## config.mk

```make
export PLATFORM = sky130hd
export DESIGN_NAME = mem_access_ctrl
export DESIGN_NICKNAME = d
export VERILOG_FILES = /design/src/rtl/mem_access_ctrl.sv
export SDC_FILE = /design/constraint.sdc
export NUM_CORES = 1
export LEC_CHECK = 0
export CORE_AREA = 2 2 174 176
export DETAILED_ROUTE_END_ITERATION = 7
export DIE_AREA = 0 0 176 178
export PLACE_DENSITY_LB_ADDON = 0.3
export RECOVER_POWER = 25
export SYNTH_ARGS = -nofsm -noshare
export SYNTH_HDL_FRONTEND = slang
export SYNTH_SLANG_ARGS = --single-unit
```

## constraint.sdc

```tcl
create_clock -name clock -period 5.34 [get_ports clock]
set_input_delay 1.602 -clock clock [delete_from_list [all_inputs] [get_ports clock]]
set_output_delay 1.602 -clock clock [all_outputs]
set_load 0.1 [all_outputs]
```

## src/rtl/mem_access_ctrl.sv

```systemverilog
// mem_access_ctrl: takes one load or store from the MEM stage and sequences it onto the L1 D$
// opload/opstore channels. It runs the index valid/ready handshake, waits for operation_done,
// builds the store byte-lane mask and data, and aligns and extends load data. It holds
// mem_stall high while an operation is in flight.
// Ports:
//   clock, reset_n            clock; asynchronous active-low reset
//   req_*                     MEM-stage operation (valid, load/store, unsigned, one-hot size,
//                             address, LSB-aligned store data)
//   mem_stall                 combinational hold for MEM and upstream stages
//   resp_valid/err/rdata      one-cycle completion/error pulse; aligned load data
//   opload_*                  D$ load channel (index handshake, read data, done)
//   opstore_*                 D$ store channel (index handshake, mask/data, done)
module mem_access_ctrl #(
  parameter int unsigned IDX_W   = 19,
  parameter int unsigned TIMEOUT = 1024
) (
  input  logic             clock,
  input  logic             reset_n,
  input  logic             req_valid,
  input  logic             req_is_load,
  input  logic             req_is_store,
  input  logic             req_is_unsigned,
  input  logic [3:0]       req_size,
  input  logic [63:0]      req_addr,
  input  logic [63:0]      req_wdata,
  output logic             mem_stall,
  output logic             resp_valid,
  output logic [63:0]      resp_rdata,
  output logic             resp_err,
  output logic             opload_index_valid,
  output logic [IDX_W-1:0] opload_index,
  input  logic             opload_index_ready,
  input  logic [63:0]      opload_read_data,
  input  logic             opload_operation_done,
  output logic             opstore_index_valid,
  output logic [IDX_W-1:0] opstore_index,
  input  logic             opstore_index_ready,
  output logic [63:0]      opstore_write_mask,
  output logic [63:0]      opstore_write_data,
  input  logic             opstore_operation_done
);

  localparam int unsigned CntW = (TIMEOUT > 1) ? $clog2(TIMEOUT) : 1;

  typedef enum logic [2:0] {StIdle, StLdReq, StLdWait, StStReq, StStWait, StDone} state_e;

  state_e r_state, w_state_next;

  // Operation latched at acceptance
  logic [2:0]       r_off;
  logic [3:0]       r_size;
  logic             r_uns;
  logic [CntW-1:0]  r_cnt, w_cnt_d;

  // Registered outputs and their next values
  logic             r_ld_valid, r_st_valid, r_resp_valid, r_resp_err;
  logic [IDX_W-1:0] r_ld_idx, r_st_idx;
  logic [63:0]      r_st_mask, r_st_data, r_rdata;
  logic             w_ld_valid_d, w_st_valid_d, w_resp_valid_d, w_resp_err_d;
  logic [IDX_W-1:0] w_ld_idx_d, w_st_idx_d;
  logic [63:0]      w_st_mask_d, w_st_data_d, w_rdata_d;

  // Request decode
  logic             w_is_mem, w_accept, w_size_ok, w_misalign, w_req_err;
  logic [2:0]       w_off;
  logic [3:0]       w_bytes;
  logic [7:0]       w_bmask, w_st_bmask;
  logic [63:0]      w_lsb_mask, w_st_mask, w_st_data;
  logic [IDX_W-1:0] w_idx;
  logic             unused_addr;

  // Completion / timeout
  logic             w_in_wait, w_ld_done, w_st_done, w_wait_done, w_tmo, w_err_next;
  logic [63:0]      w_ld_shift, w_ld_data;

  assign w_is_mem    = req_is_load | req_is_store;
  assign w_accept    = (r_state == StIdle) & req_valid & w_is_mem;
  assign w_off       = req_addr[2:0];
  assign w_idx       = req_addr[IDX_W+2:3];
  assign unused_addr = ^req_addr[63:IDX_W+3];

  always_comb begin
    w_size_ok = 1'b1;
    w_bytes   = 4'd0;
    w_bmask   = 8'h00;
    unique case (req_size)
      4'b0001: begin w_bytes = 4'd1; w_bmask = 8'h01; end
      4'b0010: begin w_bytes = 4'd2; w_bmask = 8'h03; end
      4'b0100: begin w_bytes = 4'd4; w_bmask = 8'h0F; end
      4'b1000: begin w_bytes = 4'd8; w_bmask = 8'hFF; end
      default: w_size_ok = 1'b0;  // non-one-hot size is treated as illegal
    endcase
  end

  assign w_misalign = (({1'b0, w_off} + w_bytes) > 4'd8);
  assign w_req_err  = (req_is_load & req_is_store) | ~w_size_ok | w_misalign;

  // Expand byte enables to bit masks: LSB-aligned for data trimming, shifted for the lane
  assign w_st_bmask = w_bmask << w_off;
  always_comb begin
    w_lsb_mask = '0;
    w_st_mask  = '0;
    for (int i = 0; i < 8; i++) begin
      w_lsb_mask[8*i +: 8] = {8{w_bmask[i]}};
      w_st_mask[8*i +: 8]  = {8{w_st_bmask[i]}};
    end
  end
  assign w_st_data = (req_wdata & w_lsb_mask) << {w_off, 3'b000};

  // Load alignment and extension use the latched offset/size
  assign w_ld_shift = opload_read_data >> {r_off, 3'b000};
  always_comb begin
    unique case (r_size)
      4'b0001: w_ld_data = {{56{~r_uns & w_ld_shift[7]}},  w_ld_shift[7:0]};
      4'b0010: w_ld_data = {{48{~r_uns & w_ld_shift[15]}}, w_ld_shift[15:0]};
      4'b0100: w_ld_data = {{32{~r_uns & w_ld_shift[31]}}, w_ld_shift[31:0]};
      default: w_ld_data = w_ld_shift;
    endcase
  end

  // done is honoured only in WAIT, or in REQ when it coincides with the accepted handshake
  assign w_ld_done = opload_operation_done &
                     (((r_state == StLdReq) & opload_index_ready) | (r_state == StLdWait));
  assign w_st_done = opstore_operation_done &
                     (((r_state == StStReq) & opstore_index_ready) | (r_state == StStWait));
  assign w_in_wait   = (r_state == StLdWait) | (r_state == StStWait);
  assign w_wait_done = ((r_state == StLdWait) & opload_operation_done) |
                       ((r_state == StStWait) & opstore_operation_done);
  assign w_tmo       = (TIMEOUT != 0) && (r_cnt == CntW'(TIMEOUT - 1));
  assign w_err_next  = (w_accept & w_req_err) | (w_in_wait & ~w_wait_done & w_tmo);

  // State register
  always_ff @(posedge clock or negedge reset_n) begin
    if (!reset_n) r_state <= StIdle;
    else          r_state <= w_state_next;
  end

  // Next-state logic
  always_comb begin
    w_state_next = r_state;
    unique case (r_state)
      StIdle: begin
        if (w_accept) begin
          if (w_req_err)        w_state_next = StDone;
          else if (req_is_load) w_state_next = StLdReq;
          else                  w_state_next = StStReq;
        end
      end
      StLdReq:  if (opload_index_ready) w_state_next = opload_operation_done ? StDone : StLdWait;
      StLdWait: if (opload_operation_done | w_tmo) w_state_next = StDone;
      StStReq:  if (opstore_index_ready) w_state_next = opstore_operation_done ? StDone : StStWait;
      StStWait: if (opstore_operation_done | w_tmo) w_state_next = StDone;
      StDone:   w_state_next = StIdle;
      default:  w_state_next = StIdle;
    endcase
  end

  // Output logic: next values of the registered outputs
  always_comb begin
    w_ld_valid_d   = (w_state_next == StLdReq);
    w_st_valid_d   = (w_state_next == StStReq);
    w_ld_idx_d     = '0;
    w_st_idx_d     = '0;
    w_st_mask_d    = '0;
    w_st_data_d    = '0;
    if (w_state_next == StLdReq) w_ld_idx_d = w_accept ? w_idx : r_ld_idx;
    if (w_state_next == StStReq) begin
      w_st_idx_d  = w_accept ? w_idx     : r_st_idx;
      w_st_mask_d = w_accept ? w_st_mask : r_st_mask;
      w_st_data_d = w_accept ? w_st_data : r_st_data;
    end
    w_resp_valid_d = (w_state_next == StDone) & ~w_err_next;
    w_resp_err_d   = (w_state_next == StDone) & w_err_next;
    w_rdata_d      = w_ld_done ? w_ld_data : r_rdata;
    w_cnt_d        = (w_in_wait && (w_state_next == r_state)) ? r_cnt + CntW'(1) : '0;
  end

  always_ff @(posedge clock or negedge reset_n) begin
    if (!reset_n) begin
      r_off        <= '0;
      r_size       <= '0;
      r_uns        <= 1'b0;
      r_cnt        <= '0;
      r_ld_valid   <= 1'b0;
      r_st_valid   <= 1'b0;
      r_ld_idx     <= '0;
      r_st_idx     <= '0;
      r_st_mask    <= '0;
      r_st_data    <= '0;
      r_resp_valid <= 1'b0;
      r_resp_err   <= 1'b0;
      r_rdata      <= '0;
    end else begin
      if (w_accept) begin
        r_off  <= w_off;
        r_size <= req_size;
        r_uns  <= req_is_unsigned;
      end
      r_cnt        <= w_cnt_d;
      r_ld_valid   <= w_ld_valid_d;
      r_st_valid   <= w_st_valid_d;
      r_ld_idx     <= w_ld_idx_d;
      r_st_idx     <= w_st_idx_d;
      r_st_mask    <= w_st_mask_d;
      r_st_data    <= w_st_data_d;
      r_resp_valid <= w_resp_valid_d;
      r_resp_err   <= w_resp_err_d;
      r_rdata      <= w_rdata_d;
    end
  end

  assign mem_stall = (r_state == StLdReq) | (r_state == StLdWait) | (r_state == StStReq) |
                     (r_state == StStWait) | w_accept;

  assign resp_valid          = r_resp_valid;
  assign resp_err            = r_resp_err;
  assign resp_rdata          = r_rdata;
  assign opload_index_valid  = r_ld_valid;
  assign opload_index        = r_ld_idx;
  assign opstore_index_valid = r_st_valid;
  assign opstore_index       = r_st_idx;
  assign opstore_write_mask  = r_st_mask;
  assign opstore_write_data  = r_st_data;

endmodule

```

* After elaboration in Yosys (flattened, before gate mapping)
Cells that the tools add are included.
W data, S select, Z words.
** Storage, ports and cells
- Register bits :: 255
- Latch bits :: 0
- Memory bits (writable) :: 0
- Bits in read-only memories :: 0
- Input port bits :: 206
- Output and inout bits :: 235
- Memories :: 0
** Operators by class
- $add $sub $neg :: 2
- $mul :: 0
- Divide/modulo/power cells :: 0
- Magnitude comparators :: 1
- Eq/ne operators :: 18
- Shift-type cells :: 3
- Mux-type cells :: 22
- Bitwise gates (word level) :: 33
- Reductions and logical operators :: 3
** Operators by type and width (count)
- $mux W64 :: 4
- $pmux W64 S3 :: 1
- $and A64 B64 Y64 :: 1
- $shl A64 B6 Y64 :: 1
- $shr A64 B6 Y64 :: 1
- $mux W19 :: 3
- $pmux W8 S4 :: 1
- $mux W3 :: 7
- $pmux W4 S4 :: 1
- $and A1 B1 Y1 :: 15
- $pmux W3 S5 :: 1
- $or A1 B1 Y1 :: 13
- $add A10 B1 Y10 const B :: 1
- $eq A10 B10 Y1 const B :: 1
- $mux W10 :: 1
- $eq A3 B2 Y1 const B :: 3
- $eq A4 B1 Y1 const B :: 2
- $eq A4 B2 Y1 const B :: 2
- $eq A4 B3 Y1 const B :: 2
- $shl A8 B3 Y8 :: 1
- $eq A3 B1 Y1 const B :: 2
- $eq A3 B3 Y1 const B :: 2
- $add A3 B4 Y4 :: 1
- $eq A4 B4 Y1 const B :: 1
- other kinds (9) :: 14

* Logic depth before layout (Yosys ltp)
- Word-level depth :: 12
- Mapped depth :: 11
- Gate-level depth less buffers :: 9

* Worst setup path before layout
No wires, ideal clock.
- Path type :: input -> output
- Start point :: input port req_valid
- End point :: output port mem_stall
- Arrival :: 3571 ps
- Path slack :: 167 ps
- Stages :: 5
- Path buffers :: 2
- Cells stage by stage :: nor4b_2 -> o21ai_1 -> clkbuf_1 -> clkbuf_1 -> o21ai_0
** Between the ends
- Longest elaborated chain between the ends :: 3
** RTL lines
- from (decl) :: RTL line 19 : input logic req_valid,
- $and A1 B1 Y1 (2 in series) :: RTL line 77 : assign w_accept = (r_state == StIdle) & req_valid & w_is_mem;
- $or A1 B1 Y1 :: RTL line 213 : (r_state == StStWait) | w_accept;
- to (decl) :: RTL line 26 : output logic mem_stall,
Every way passes these cells.

* Worst setup path in the final report
- Start point :: input port req_size[1]
- End point :: register r_st_data[2] (netlist: opstore_write_data[2])
** Between the ends
- Longest elaborated chain between the ends :: 11
** RTL lines
- from (decl) :: RTL line 23 : input logic [3:0] req_size,
- parallel branches: the longest is 11 deep, another holds $add A3 B4 Y4
- to (signal assigned) :: RTL line 205 : r_st_data <= w_st_data_d;
- to (decl) :: RTL line 58 : logic [63:0] r_st_mask, r_st_data, r_rdata;
Parallel ways; which one is timed is not known. The select of a mux whose other input is x is not followed.
A chain may end at the register's enable or synchronous reset.

==> impl_metrics.ini <==
[pwr]
ir_drop_v = 0.000260
power_switching_share_pct = 54.6
p_leak_uw = 0.00640
power_frac_seq_pct = 25.1
comb_power_share_pct = 59.2
p_int_uw = 3840
clkPwrFrac_pct = 15.7
powerDensity_nw_per_um2 = 524
p_total_uw = 8470
netSwitchingPower_uw = 4630

[cells_and_area]
multi_input_area_um2 = 5810
drive_gt1_share_pct = 8.10
fill_cells = 2655
area_growth_pct = 39.5
final_cells = 1970
regArea_um2 = 4980
nNetsFinal = 1778
layout_commonest_cell = clkdlybuf4s50_1
final_cell_mix = clkdlybuf4s50_1, dfrtp_1, nand2_1
antenna_cells = 0

[critical_path]
cp_top_family = simple AND/OR/NAND/NOR gates
worstSetupPathType = in -> reg
startpoint_type = primary input
worst-path-buf-inv = 1
reg2reg_from = r_cnt[0]$_DFF_PN0_
crit_path_max_fanout = 9
r2r_cells = 7
end_kind = flip-flop
regToRegEndpoint = opstore_write_data[2]$_DFFE_PN0P_
r2r_setup_slack_ns = 2.19
worstPathCellList = clkdlybuf4s50_1, nor4b_1, ha_1, fa_1, or3_1, a311oi_2, o21ai_1, nor2_2, a22o_1
cp.arrival_ns = 5.18
slowest_stage = nor2_2
worstPathRequired_ns = 5.71
slowest_delay_ns = 0.60

[yosys]
dominantRegCellSynth = dfrtp_1
yosysWarnings = 0
ys_types = 72
async_reset_ff_share_pct = 100
synthCells = 1266
netlist_area_um2 = 11600
yosys_register_bits = 199
avgSynthCellArea_um2 = 9.14
ys_seq_area_share_pct = 43.0
syn_nets = 1477
synth_edf_count = 0

[drt]
wl_mm = 42.6
drt_iter0_drc = 960
viasPerCell = 5.69
wl_per_cell_um = 21.6
vias = 11200
drcViolationCount = 0
ant_nets = 0
dr.pass1.iters = 5

[grt]
grt_pass1_wl_mm = 64.3
grt-ovfl-total = 0
grt_pass1_vias = 11200
grt_max_degree = 81
grt.total_usage_pct = 26.6
antenna_found_initial = 0

[sta]
finalSetupViolCount = 0
post-route-min-period_ns = 4.81
hold_viol_final = 0
worst_slew_pin_slew_ns = 2.09
hold_ws_ns = 0.484
fmax_mhz = 208
fin_skew_ns = 0.0205
fin_tns_setup_ns = 0
timing.slew.headroom_pct = -39.5
slew_viol_final = 79
fin_crit_sh_pct = 90.2
rsz0062_at_grt = false

[clock_tree]
holdBufCountCts = 0
clk_latency_ns = 0.44
htreeDepth = 4
cts_root_buffer = clkbuf_16
cts_setup_buffers = 0
cts_resized = 0
tritoncts = yes
path_clk_slew_ns = 0.08
clockBufferDepth = 2
clock_sinks = 199
cts_made_buffers = 17

[run_status]
status = finished with violations
failed_checks = capacitance limit, slew limit

[placement]
dp.cells = 1938
hpwl_mm = 30.9
io_buffers = 398
gp_congestion = 0.918

[floorplan]
initial_utilization_pct = 39.4
dieArea_um2 = 31300
num_io_pins = 441
die_y_um = 178
rows = 63
coreArea_um2 = 29400
die_w_um = 176

[worst_hold_path]
worstHoldPathCells = 1
min-delay-start = opstore_write_data[23]$_DFFE_PN0P_
min_to = opstore_write_data[23]$_DFFE_PN0P_
hp-class = reg -> reg

[flow_run]
drv_cap = 1
-- flip-flops by register name, indices dropped and copies added, names as in the netlist --
register,cells
opstore_write_data,64
opstore_write_mask,8
r_off,3
opstore_index_valid,1
resp_rdata,64
r_cnt,10
opload_index_valid,1
resp_valid,1
resp_err,1
opstore_index,19
r_state,3
r_uns,1
r_size,4
opload_index,19
-- cells in the mapped netlist (all sizes together), types with 7 or more instances --
cell type / instances / area [um^2]
dfrtp: 199 / 4980
nand2: 170 / 638
nor2: 136 / 513
a21oi: 126 / 631
buf: 89 / 581
mux2i: 86 / 861
o21ai: 70 / 354
clkbuf: 61 / 230
nor3: 27 / 160
o22ai: 24 / 150
a22o: 21 / 184
nand2b: 19 / 119
mux2: 16 / 180
a22oi: 15 / 113
a32oi: 15 / 131
a221oi: 13 / 114
nor2b: 13 / 81.3
a211oi: 12 / 100
mux4: 12 / 270
o21a: 11 / 82.6
a2bb2oi: 9 / 78.8
a31oi: 8 / 56.3
inv: 8 / 30.0
nand3: 7 / 35.0
nor3b: 7 / 52.6
xor2: 7 / 61.3
-- power groups by stage --
stage | combinational [uW] | sequential [uW] | clock, uW
3_5_place_dp | 5010 | 2150 | 0
5_1_grt | 5260 | 2170 | 1420
4_1_cts | 5020 | 2120 | 1360
3_3_place_gp | 4970 | 2140 | 0
2_1_floorplan | 1690 | 4080 | 0
6_report | 5020 | 2120 | 1330
-- worst max path at each step --
stage	to	start	slack [ns]	cells past startpoint
after floorplan	mem_stall	req_valid	0.17	5
after global placement	opstore_write_data[0]$_DFFE_PN0P_	req_size[1]	0.31	9
after detailed placement	opstore_write_data[0]$_DFFE_PN0P_	req_size[1]	0.18	9
after CTS	opstore_write_data[7]$_DFFE_PN0P_	req_size[3]	0.54	9
after global routing	opstore_write_data[7]$_DFFE_PN0P_	req_size[1]	0.35	9
final	opstore_write_data[2]$_DFFE_PN0P_	req_size[1]	0.53	9
-- metrics by stage --
| stage | cell area [um^2] | worst slack, ns | utilization, % |
|---|---|---|---|
| after detailed placement | 15600 | 0.178 | 52.9 |
| after CTS | 16200 | 0.539 | 55.0 |
| after floorplan | 11600 | 0.167 | - |
| final | 16100 | 0.526 | 54.9 |
| after global placement | 15600 | 0.305 | 52.9 |
| after global routing | 16100 | 0.353 | 54.9 |
-- routing by layer --
layer	wire [um]	up-vias	global-route usage [%]
li1	-	5087	-
met1	16400	5448	32.2
met2	20800	593	45.9
met3	3970	87	7.14
met4	1460	0	9.37
met5	0	-	0
-- worst reg2reg max path, stage by stage, from the launching register on --
cell	delay (ns)
dfrtp_1	0.41
ha_1	0.24
and4_1	0.22
nor3b_1	0.19
o41ai_1	0.87
o21ai_1	0.34
nor2_2	0.60
a22o_1	0.22
-- area by class of cell --
class / instances / area share [%]
sequential: 199 / 30.9
multi-input combinational: 909 / 36.0
tap: 390 / 3.02
clock inverter: 13 / 0.937
inverter: 8 / 0.186
timing repair buffer: 432 / 26.2
clock buffer: 19 / 2.80
-- kinds of logic (layout without fill, tap and decap cells) --
kind of cell	Yosys count	after routing	share of synthesized area [%]
AO/OA/AOI/OAI	365	365	20.6
XOR/XNOR	12	12	0.973
adder cells (fa/ha/maj)	5	5	0.605
buffers and inverters	158	472	7.26
flip-flops	199	199	43.0
multiplexers	114	114	11.3
AND/OR/NAND/NOR	413	413	16.2
Note: power is estimated with default switching activity, not from simulation.
